==> config.mk <==
export PLATFORM = sky130hd
export DESIGN_NAME = digit_serial_mult_flat
export DESIGN_NICKNAME = d
export VERILOG_FILES = /design/src/rtl/digit_serial_mult_pkg.sv /design/src/rtl/digit_serial_mult_if.sv /design/src/rtl/digit_serial_mult_mul2x2_cell.sv /design/src/rtl/digit_serial_mult.sv /design/src/flat_wrapper.sv
export SDC_FILE = /design/constraint.sdc
export NUM_CORES = 1
export LEC_CHECK = 0
export ABC_AREA = 1
export ABC_CLOCK_PERIOD_IN_PS = 5650
export CORE_MARGIN = 1
export CORE_UTILIZATION = 43
export CTS_CLUSTER_SIZE = 25
export DETAILED_ROUTE_END_ITERATION = 10
export GPL_TIMING_DRIVEN = 1
export PLACE_DENSITY_LB_ADDON = 0.05
export SKIP_CTS_REPAIR_TIMING = 1
export SYNTH_ARGS = -nofsm -noshare
export SYNTH_HDL_FRONTEND = slang
export SYNTH_SLANG_ARGS = --single-unit
==> constraint.sdc <==
create_clock -name clk -period 5.65 [get_ports clk]
set_input_delay 1.13 -clock clk [delete_from_list [all_inputs] [get_ports clk]]
set_output_delay 1.13 -clock clk [all_outputs]
set_load 0.02 [all_outputs]
==> src/rtl/digit_serial_mult_pkg.sv <==
`default_nettype none
// ============================================================================
// Package : mult_pkg
// Purpose : Shared types and constants for the digit-serial multiplier.
//           It provides the sequencer state encoding, the digit and
//           partial-product widths, and helpers that size the digit
//           counters from the operand width.
// Revision: 1.0  initial release
// ============================================================================
package mult_pkg;

  typedef enum logic [1:0] {
    IDLE = 2'd0,
    RUN  = 2'd1,
    DONE = 2'd2
  } state_t;

  localparam int DIGIT_W = 2;  // bits per operand digit
  localparam int PP_W    = 4;  // bits in one digit x digit product

  // Number of 2-bit digits in a WIDTH-bit operand.
  function automatic int digit_count(input int width);
    return width / DIGIT_W;
  endfunction

  // Digit index counter width.  It is at least one bit, so that N=1 still
  // has a legal counter.
  function automatic int index_width(input int width);
    int n;
    n = digit_count(width);
    return (n > 1) ? $clog2(n) : 1;
  endfunction

endpackage
`default_nettype wire

==> src/rtl/digit_serial_mult_if.sv <==
`default_nettype none
// ============================================================================
// Interface : digit_serial_mult_if
// Purpose   : Operand and result handshake bundle for digit_serial_mult.
// Signals   : in_valid/in_ready/a/b  - operand channel (producer -> block)
//             out_valid/out_ready/product - result channel (block -> consumer)
//             busy                   - block is in RUN or DONE
// Modports  : master - the producer/consumer side (drives operands, ready)
//             slave  - the multiplier
// Revision  : 1.0  initial release
// ============================================================================
interface digit_serial_mult_if #(
  parameter int WIDTH = 8
);

  logic                 in_valid;
  logic                 in_ready;
  logic [WIDTH-1:0]     a;
  logic [WIDTH-1:0]     b;
  logic                 out_valid;
  logic                 out_ready;
  logic [2*WIDTH-1:0]   product;
  logic                 busy;

  modport master (
    output in_valid, a, b, out_ready,
    input  in_ready, out_valid, product, busy
  );

  modport slave (
    input  in_valid, a, b, out_ready,
    output in_ready, out_valid, product, busy
  );

endinterface
`default_nettype wire

==> src/rtl/digit_serial_mult_mul2x2_cell.sv <==
`default_nettype none
// ============================================================================
// Module  : mul2x2_cell
// Purpose : Purely combinational 2-bit x 2-bit unsigned product cell.
// Ports   : x [1:0] - first digit
//           y [1:0] - second digit
//           p [3:0] - x*y (max 9, fits in 4 bits)
// Revision: 1.0  initial release
// ============================================================================
module mul2x2_cell
  import mult_pkg::*;
(
  input  logic [DIGIT_W-1:0] x,
  input  logic [DIGIT_W-1:0] y,
  output logic [PP_W-1:0]    p
);

  // Both operands are widened before the multiply, so the full 4-bit result
  // is kept.
  assign p = PP_W'(x) * PP_W'(y);

endmodule
`default_nettype wire

==> src/rtl/digit_serial_mult.sv <==
`default_nettype none
// ============================================================================
// Module  : digit_serial_mult
// Purpose : Sequential WIDTH x WIDTH unsigned multiplier.  Each operand is
//           split into N = WIDTH/2 two-bit digits.  One digit pair per cycle
//           goes through mul2x2_cell.  Each 4-bit partial product is shifted
//           by 2*(i+j) and accumulated into a 2*WIDTH accumulator.  Latency is
//           N*N cycles from accept to out_valid, and it does not depend on
//           the operand values.
// Ports   : clk - rising-edge clock
//           rst - synchronous active-high reset
//           bus - digit_serial_mult_if.slave (in_valid/in_ready/a/b,
//                 out_valid/out_ready/product, busy)
// Notes   : WIDTH must be even and >= 2, and it must match the WIDTH of the
//           connected interface.
// Revision: 1.0  initial release
// ============================================================================
module digit_serial_mult
  import mult_pkg::*;
#(
  parameter int WIDTH = 8
) (
  input  logic                  clk,
  input  logic                  rst,
  digit_serial_mult_if.slave    bus
);

  localparam int N     = digit_count(WIDTH);
  localparam int IDX_W = index_width(WIDTH);
  localparam int PW    = 2 * WIDTH;
  localparam int SH_W  = $clog2(PW) + 1;  // holds shifts up to 2*WIDTH-4
  localparam logic [IDX_W-1:0] LAST = IDX_W'(N - 1);

  state_t               state;
  state_t               state_next;

  logic [WIDTH-1:0]     a_reg;
  logic [WIDTH-1:0]     b_reg;
  logic [PW-1:0]        acc;
  logic [PW-1:0]        product_reg;
  logic [IDX_W-1:0]     i_idx;
  logic [IDX_W-1:0]     j_idx;

  logic [DIGIT_W-1:0]   a_dig;
  logic [DIGIT_W-1:0]   b_dig;
  logic [PP_W-1:0]      pp;
  logic [PP_W-1:0]      pp_cell;
  logic [PW-1:0]        pp_ext;
  logic [PW-1:0]        acc_sum;
  logic [SH_W-1:0]      shamt;
  logic                 accept;
  logic                 last_step;

  // --------------------------------------------------------------------------
  // Digit selection and the product cell
  // --------------------------------------------------------------------------
  assign a_dig = a_reg[DIGIT_W*i_idx +: DIGIT_W];
  assign b_dig = b_reg[DIGIT_W*j_idx +: DIGIT_W];

  mul2x2_cell u_cell (
    .x (a_dig),
    .y (b_dig),
    .p (pp_cell)
  );

  assign pp = pp_cell;

  // Digit (i,j) has weight 4^(i+j), so the shift is 2*(i+j) bit positions.
  assign shamt = (SH_W'(i_idx) + SH_W'(j_idx)) << 1;

  always_comb begin
    pp_ext           = '0;
    pp_ext[PP_W-1:0] = pp;
  end

  assign acc_sum = acc + (pp_ext << shamt);

  assign accept    = (state == IDLE) && bus.in_valid;
  assign last_step = (state == RUN) && (i_idx == LAST) && (j_idx == LAST);

  // --------------------------------------------------------------------------
  // Sequencer FSM
  // --------------------------------------------------------------------------
  always_ff @(posedge clk) begin
    if (rst) begin
      state <= IDLE;
    end else begin
      state <= state_next;
    end
  end

  always_comb begin
    state_next = state;
    case (state)
      IDLE:    if (bus.in_valid)  state_next = RUN;
      RUN:     if (last_step)     state_next = DONE;
      DONE:    if (bus.out_ready) state_next = IDLE;
      default:                    state_next = IDLE;
    endcase
  end

  // --------------------------------------------------------------------------
  // Operand capture, digit counters and accumulator
  // --------------------------------------------------------------------------
  always_ff @(posedge clk) begin
    if (rst) begin
      a_reg       <= '0;
      b_reg       <= '0;
      acc         <= '0;
      product_reg <= '0;
      i_idx       <= '0;
      j_idx       <= '0;
    end else begin
      if (accept) begin
        a_reg <= bus.a;
        b_reg <= bus.b;
        acc   <= '0;
        i_idx <= '0;
        j_idx <= '0;
      end else if (state == RUN) begin
        acc <= acc_sum;
        // j is the inner loop.  i advances when j wraps.  After the last
        // pair both indices return to 0.
        if (j_idx == LAST) begin
          j_idx <= '0;
          i_idx <= (i_idx == LAST) ? '0 : i_idx + IDX_W'(1);
        end else begin
          j_idx <= j_idx + IDX_W'(1);
        end
        // The result is captured on the same edge that enters DONE.  It then
        // holds until the next operation completes, or until reset.
        if (last_step) begin
          product_reg <= acc_sum;
        end
      end
    end
  end

  // --------------------------------------------------------------------------
  // Outputs, decoded from registered state
  // --------------------------------------------------------------------------
  assign bus.in_ready  = (state == IDLE);
  assign bus.out_valid = (state == DONE);
  assign bus.busy      = (state != IDLE);
  assign bus.product   = product_reg;

endmodule
`default_nettype wire
==> src/flat_wrapper.sv <==
// flat-port wrapper written by rule: the top's interface ports become plain ports
module digit_serial_mult_flat import mult_pkg::*;
#(
  parameter int WIDTH = 8
)
  (clk, rst, bus_in_valid, bus_a, bus_b, bus_out_ready, bus_in_ready, bus_out_valid, bus_product, bus_busy);
  digit_serial_mult_if #(.WIDTH(WIDTH)) bus_i ();
  input  logic clk;
  input  logic rst;
  input wire logic [$bits(bus_i.in_valid)-1:0] bus_in_valid;
  input wire logic [$bits(bus_i.a)-1:0] bus_a;
  input wire logic [$bits(bus_i.b)-1:0] bus_b;
  input wire logic [$bits(bus_i.out_ready)-1:0] bus_out_ready;
  output wire logic [$bits(bus_i.in_ready)-1:0] bus_in_ready;
  output wire logic [$bits(bus_i.out_valid)-1:0] bus_out_valid;
  output wire logic [$bits(bus_i.product)-1:0] bus_product;
  output wire logic [$bits(bus_i.busy)-1:0] bus_busy;
  assign bus_i.in_valid = bus_in_valid;
  assign bus_i.a = bus_a;
  assign bus_i.b = bus_b;
  assign bus_i.out_ready = bus_out_ready;
  assign bus_in_ready = bus_i.in_ready;
  assign bus_out_valid = bus_i.out_valid;
  assign bus_product = bus_i.product;
  assign bus_busy = bus_i.busy;
  digit_serial_mult #(.WIDTH(WIDTH)) u_core (.clk(clk), .rst(rst), .bus(bus_i));
endmodule
==> qor.txt, run 1 <==
clock sinks -> 54
Root Buffer -> clkbuf_8
Detailed Place HPWL -> 6220 um
Total Wirelength -> 8180 um
CP max FO -> 8
Period minus WS final -> 3.18 ns
crit path cell chain -> ha_1, inv_1, fa_1, inv_1, nor2_1, inv_1, nor2_1, inv_1, fa_1, inv_1, nand3_1, nand3_1, a21oi_1, or2_1, nand3_1, nand2_1, inv_1
number of top-level pins -> 39
CP delay by family, top -> adder cells
clk buf depth -> 2
TritonRoute pass-1 iters -> 5
Peak VDD IR -> 0.000128 V
Worst-path clk slew -> 0.10 ns
commonest non-fill, non-tap cell in the layout -> nand2_1
critical path startpoint category -> flip-flop
start of the worst register-to-register path -> u_core.i_idx[0]
Cell Rows -> 32
number of buffers added on ports -> 38
synth warn -> 0
Max Cap Viol -> 0
post-synthesis compound-gate area fraction -> 13.1%
Core Box Area -> 7690 um^2
largest net degree at the start of global routing -> 33
power per cell area -> 210 nW/um^2
H-Tree Depth -> 2
Initial Util -> 44.4%
Worst-Margin Slew -> 0.983 ns
Adder-Cell Fraction of Synth Area -> 8.87%
Post-Synth XOR/XNOR Area -> 0.770%
number of global-route vias before repair -> 3,085
WP data required -> 5.92 ns
Seq cells post-synth -> 54
Final Hold Fails -> 0
worst setup path class -> reg -> reg
CP max stage delay -> 0.64 ns
outcome -> finished, final reports clean
GRT Util Overall -> 21.4%
mapped cell area -> 3410 um^2
GPL Wtd Cong -> 0.910
crit path capture type -> flip-flop
CTS tree -> yes
via density per instance -> 4.84
main combinational cell family by area after synthesis -> simple AND/OR/NAND/NOR gates
HP Start -> u_core.acc[0]
syn_nets -> 578
total power -> 837 uW
simple-gate portion of the synthesized area -> 32.5%
post-synthesis mux area share -> 0%
Max Slew Vio Count -> 0
die width -> 91.1 um
Final Skew -> 0.0138 ns
Synth Area per Inst -> 6.38 um^2
leading area contributor after synthesis -> dfxtp_1
Synth Instances -> 535
fillers -> 808
synth top area cells -> dfxtp_1 (32%), nand2_1 (15%), inv_1 (10%)
antenna violations before repair -> 0
Layout area overhead -> 16.6%
CP bufs+invs -> 6
DRC viols -> 0
global route overflow -> 0
Slew headroom -> 34.4%
most frequent CP cell -> inv_1
count of final setup violators -> 0
first-pass GRT wire length -> 14,200 um
unrepaired setup endpoints after global routing -> false
Avg WL per Cell -> 12.2 um
die area -> 8300 um^2
via count of the routed design -> 3,232
layout cell share with drive strength beyond 1 -> 3.71%
diode count -> 0
Clock Latency Late Sink -> 0.32 ns
most frequent cells in the layout -> nand2_1 (133), inv_1 (91), nor2_1 (80)
Worst path slowest cell -> fa_1
cts bufs inserted -> 5
Worst EP arrival -> 3.45 ns
sequential area share after synthesis -> 31.7%
CP Launch Point -> u_core.i_idx[0]
multi-input logic area -> 1880 um^2
ratio of final minimum period to clock period -> 56.3%
Final #Nets -> 608
Yosys top cell area share -> 31.7%
Die Ht -> 91.1 um
Max Freq -> 315 MHz
iteration-0 DRC count of the detailed router -> 146
sequential standard cell area -> 1080 um^2
Netlist cell types -> 33
Hold/Removal Path Class -> reg -> reg
leakage -> 2.00 nW
DRT antenna net count -> 0
setup tns final -> 0 ns
cells in the mapped netlist:
cell type  number
nand4_1         2
nor2_1         80
clkbuf_1        5
dfxtp_1        54
a32o_1          2
buf_2           5
o211ai_1        8
a31oi_1         1
a211oi_2        1
nand2_2         2
nor2_4          2
nand2_1       133
o21ai_0        22
clkbuf_2        1
o21a_1          9
a21oi_1        24
nor3_1          3
nand3b_1        1
inv_1          91
xnor2_1         1
xor2_1          2
buf_6           1
nor2_8          1
ha_1           21
o22ai_1         2
fa_1            2
o21ai_1         6
or2_1           2
nand3_1        40
buf_4           3
o21bai_1        1
nor2_2          1
inv_2           6
routing by layer:
metal	track usage (%)	part of all wire, %	wire length [um]
met1	27.5	49	4020
met2	37.1	46	3750
met3	2.60	3.3	266
met4	7.01	1.8	146
met5	0	0	0
cells by family (layout without fill, tap and decap cells):
logic type / Yosys count / count (layout)
AO/OA/AOI/OAI: 76 / 76
XOR/XNOR: 3 / 3
adder cells (fa/ha/maj): 23 / 23
buffers and inverters: 112 / 143
flip-flops: 54 / 54
AND/OR/NAND/NOR: 267 / 267
worst paths after layout:
kind	to	slack, ns	cells past startpoint
worst max-delay path	u_core.acc[8]	2.47	17
worst min-delay path	u_core.acc[0]	0.48	2
worst max register to register	u_core.acc[8]	2.47	17
worst min register to register	u_core.acc[0]	0.48	2
tightest hold or removal path, delay by kind of cell (launching register included):
kind | cells | cell delay [ns]
compound gates | 1 | 0.05
flops | 1 | 0.33
simple gates | 1 | 0.06
power by group:
| part | switching [mW] | internal, mW |
|---|---|---|
| logic | 0.0661 | 0.0440 |
| registers | 0.0108 | 0.397 |
| clock network | 0.130 | 0.189 |
cell type report:
class	count	area share (%)
inverters	97	9.15
repair buffers	38	9.56
well taps	102	3.21
flip-flops and latches	54	27.2
multi-input cells	369	47.3
clock buffers	6	2.07
clock inverters	2	1.51
metrics by stage:
step | util (%) | std cells | area (um^2) | hold WS (ns) | setup WS (ns)
6_report | 51.8 | 668 | 3980 | 0.479 | 2.47
5_1_grt | 51.8 | 668 | 3980 | 0.500 | 2.16
4_1_cts | 51.8 | 668 | 3980 | 0.478 | 2.48
3_5_place_dp | 49.9 | 660 | 3840 | 0.462 | 2.52
3_3_place_gp | 49.9 | 660 | 3840 | 0.456 | 2.54
2_1_floorplan | - | 535 | 3410 | 0.430 | 2.76
Power figures use the tool's default switching activity.
==> inputs of run 2 (changes only) <==
--- a/config.mk
+++ b/config.mk
@@ -6,7 +6,7 @@
 export NUM_CORES = 1
 export LEC_CHECK = 0
 export ABC_AREA = 1
-export ABC_CLOCK_PERIOD_IN_PS = 5650
+export ABC_CLOCK_PERIOD_IN_PS = 3320
 export CORE_MARGIN = 1
 export CORE_UTILIZATION = 43
 export CTS_CLUSTER_SIZE = 25
==> constraint.sdc (replaced) <==
create_clock -name clk -period 3.32 [get_ports clk]
set_input_delay 0.664 -clock clk [delete_from_list [all_inputs] [get_ports clk]]
set_output_delay 0.664 -clock clk [all_outputs]
set_load 0.02 [all_outputs]
==> run 2 against run 1 <==
  * Via count grew 1.6%
  * Register-to-register slack worse by 2.2 ns
  * Final area up 1.7%
  * Global-route usage increased by 0.79 points
  * Core utilization rose by 0.86 points
  * Maximum frequency is 4.2% higher
  * Sequential power up 70%
  * Power rose by 72%
  * Die area unchanged
  * Critical path depth unchanged
  * Hold slack better by 0.0066 ns
  * Critical path type unchanged
==> qor.txt, run 2 (synthesis results as in run 1) <==
outcome -> finished, final reports clean (unchanged)
Finished Cell Area -> 4050 um^2 (was 3980 um^2)
iteration-0 DRC count of the detailed router -> 129 (was 146)
Max Freq -> 328 MHz (was 315 MHz)
Total Wirelength -> 8400 um (was 8180 um)
DRC viols -> 0 (unchanged)
Final Skew -> 0.0107 ns (was 0.0138 ns)
global route overflow -> 0 (unchanged)
Initial Util -> 44.4% (unchanged)
GRT busiest layer -> met2 (unchanged)
clock network fraction of design power -> 38.3% (was 38.1%)
CP delay by family, top -> adder cells (unchanged)
Worst-Margin Slew -> 0.745 ns (was 0.983 ns)
Worst-path clk slew -> 0.11 ns (was 0.10 ns)
Peak VDD IR -> 0.000151 V (was 0.000128 V)
Hold/Removal Path Class -> reg -> reg (unchanged)
CTS tree -> yes (unchanged)
Setup WS pre-CTS -> 0.165 ns (was 2.52 ns)
crit path capture type -> flip-flop (unchanged)
Max Slew Vio Count -> 0 (unchanged)
Die Ht -> 91.1 um (unchanged)
clock sinks -> 54 (unchanged)
Cell Rows -> 32 (unchanged)
grt met2 use -> 39.1% (was 37.1%)
via density per instance -> 4.87 (was 4.84)
most frequent CP cell -> inv_1 (unchanged)
met3 Usage GRT -> 3.35% (was 2.60%)
Final Hold Fails -> 0 (unchanged)
H-Tree Depth -> 2 (unchanged)
layout cell share with drive strength beyond 1 -> 6.12% (was 3.71%)
slack of the worst reg-to-reg path -> 0.27 ns (was 2.47 ns)
ratio of final minimum period to clock period -> 91.9% (was 56.3%)
TritonRoute pass-1 iters -> 4 (was 5)
HP Start -> u_core.acc[0] (unchanged)
DRT antenna net count -> 0 (unchanged)
Worst path slowest cell -> fa_2 (was fa_1)
critical path startpoint category -> flip-flop (unchanged)
leakage -> 2.04 nW (was 2.00 nW)
reg2reg path depth -> 17 (unchanged)
placed cell area -> 3870 um^2 (was 3840 um^2)
Slew headroom -> 50.2% (was 34.4%)
number of buffers added on ports -> 38 (unchanged)
Worst R2R End -> u_core.bus.product[8] (was u_core.acc[8])
Internal -> 1.08 mW (was 630 uW)
Final #Nets -> 614 (was 608)
hold endpoint -> u_core.acc[0] (unchanged)
Core Box Area -> 7690 um^2 (unchanged)
number of top-level pins -> 39 (unchanged)
first-pass GRT wire length -> 14,800 um (was 14,200 um)
crit path cell chain -> ha_1, inv_1, fa_2, inv_1, nor2_1, inv_1, nor2_1, inv_1, fa_1, inv_1, nand3_1, nand3_1, a21oi_1, or2_1, nand3_1, nand2_1, inv_1 (was ha_1, inv_1, fa_1, inv_1, nor2_1, inv_1, nor2_1, inv_1, fa_1, inv_1, nand3_1, nand3_1, a21oi_1, or2_1, nand3_1, nand2_1, inv_1)
diode count -> 0 (unchanged)
Reg power frac -> 48.2% (was 48.7%)
start of the worst register-to-register path -> u_core.i_idx[0] (unchanged)
Min-Delay Path Depth -> 2 (unchanged)
CP max stage delay -> 0.62 ns (was 0.64 ns)
WP data required -> 3.59 ns (was 5.92 ns)
final core utilization -> 52.6% (was 51.8%)
commonest non-fill, non-tap cell in the layout -> nand2_1 (unchanged)
GRT Util Overall -> 22.2% (was 21.4%)
worst setup path class -> reg -> reg (unchanged)
Avg WL per Cell -> 12.5 um (was 12.2 um)
cts bufs inserted -> 5 (unchanged)
count of final setup violators -> 0 (unchanged)
Layout area overhead -> 18.6% (was 16.6%)
most frequent cells in the layout -> nand2_1 (132), inv_1 (91), nor2_1 (79) (was nand2_1 (133), inv_1 (91), nor2_1 (80))
Clock Latency Late Sink -> 0.32 ns (about the same)
Max Cap Viol -> 0 (unchanged)
antenna violations before repair -> 0 (unchanged)
via count of the routed design -> 3,283 (was 3,232)
Root Buffer -> clkbuf_8 (unchanged)
power per cell area -> 356 nW/um^2 (was 210 nW/um^2)
largest net degree at the start of global routing -> 31 (was 33)
CP max FO -> 8 (unchanged)
die area -> 8300 um^2 (unchanged)
CP bufs+invs -> 6 (unchanged)
met1 Use GR -> 28.1% (was 27.5%)
Combinational Power Share -> 13.5% (was 13.1%)
Net Sw Frac -> 25.2% (was 24.7%)
number of global-route vias before repair -> 3,229 (was 3,085)
setup ws final -> 0.268 ns (was 2.47 ns)
switching power -> 362 uW (was 207 uW)
clk buf depth -> 2 (unchanged)
Detailed Place HPWL -> 6410 um (was 6220 um)
Worst EP arrival -> 3.32 ns (was 3.45 ns)
GPL Wtd Cong -> 0.928 (was 0.910)
die width -> 91.1 um (unchanged)
Period minus WS final -> 3.05 ns (was 3.18 ns)
[run 2: cell types whose count changed in the layout (fill, tap and decap cells not counted), sizes merged]
cell | previous run | this run
buf | 0 | 6
[run 2: per-stage QoR]
stage / hold WS [ns] / TNS (ns) / total power, mW / cells
floorplan: 0.430 / 0 / 0.837 / 535
global placement: 0.457 / 0 / 0.899 / 665
detailed placement: 0.468 / 0 / 0.902 / 665
CTS: 0.484 / 0 / 1.46 / 673
global route: 0.513 / -0.00257 / 1.51 / 674
finish: 0.486 / 0 / 1.44 / 674
[run 2: final cells by class]
type / instances / area, um^2
clock buffers: 6 / 82.6
clock inverters: 2 / 60.1
fillers: 810 / 3640
inverters: 97 / 364
multi-input cells: 369 / 1900
flip-flops and latches: 54 / 1080
well taps: 102 / 128
repair buffers: 44 / 425
[run 2: power by group through the flow]
stage / Clock [mW] / Combinational (mW) / Sequential (mW)
after CTS: 0.567 / 0.194 / 0.694
after floorplan: 0 / 0.135 / 0.703
final: 0.551 / 0.195 / 0.694
after detailed placement: 0 / 0.193 / 0.709
after global placement: 0 / 0.190 / 0.709
after global routing: 0.583 / 0.224 / 0.698
[run 2: how the worst max path moves through the flow]
stage,from,end,slack (ns),cells after the start
4_1_cts,u_core.j_idx[0],u_core.bus.product[8],0.13,17
6_report,u_core.i_idx[0],u_core.bus.product[8],0.27,17
2_1_floorplan,u_core.i_idx[0],u_core.acc[8],0.43,18
3_5_place_dp,u_core.i_idx[0],u_core.bus.product[8],0.16,17
3_3_place_gp,u_core.j_idx[0],u_core.bus.product[8],0.22,17
5_1_grt,u_core.i_idx[1],u_core.acc[15],-0.002,21
[run 2: layer usage]
metal | wire (um) | vias to the layer above
met2 | 3880 | 52
met3 | 296 | 10
met5 | 0 | -
met1 | 4100 | 1488
met4 | 124 | 0
li1 | - | 1733
[run 2: worst reg2reg max path: stages, from the launching register on]
cell and delay (ns):
dfxtp_2 0.41, ha_1 0.16, inv_1 0.05, fa_2 0.62
inv_1 0.11, nor2_1 0.11, inv_1 0.07, nor2_1 0.13
inv_1 0.08, fa_1 0.44, inv_1 0.11, nand3_1 0.07
nand3_1 0.15, a21oi_1 0.12, or2_1 0.24, nand3_1 0.07
nand2_1 0.05, inv_1 0.04
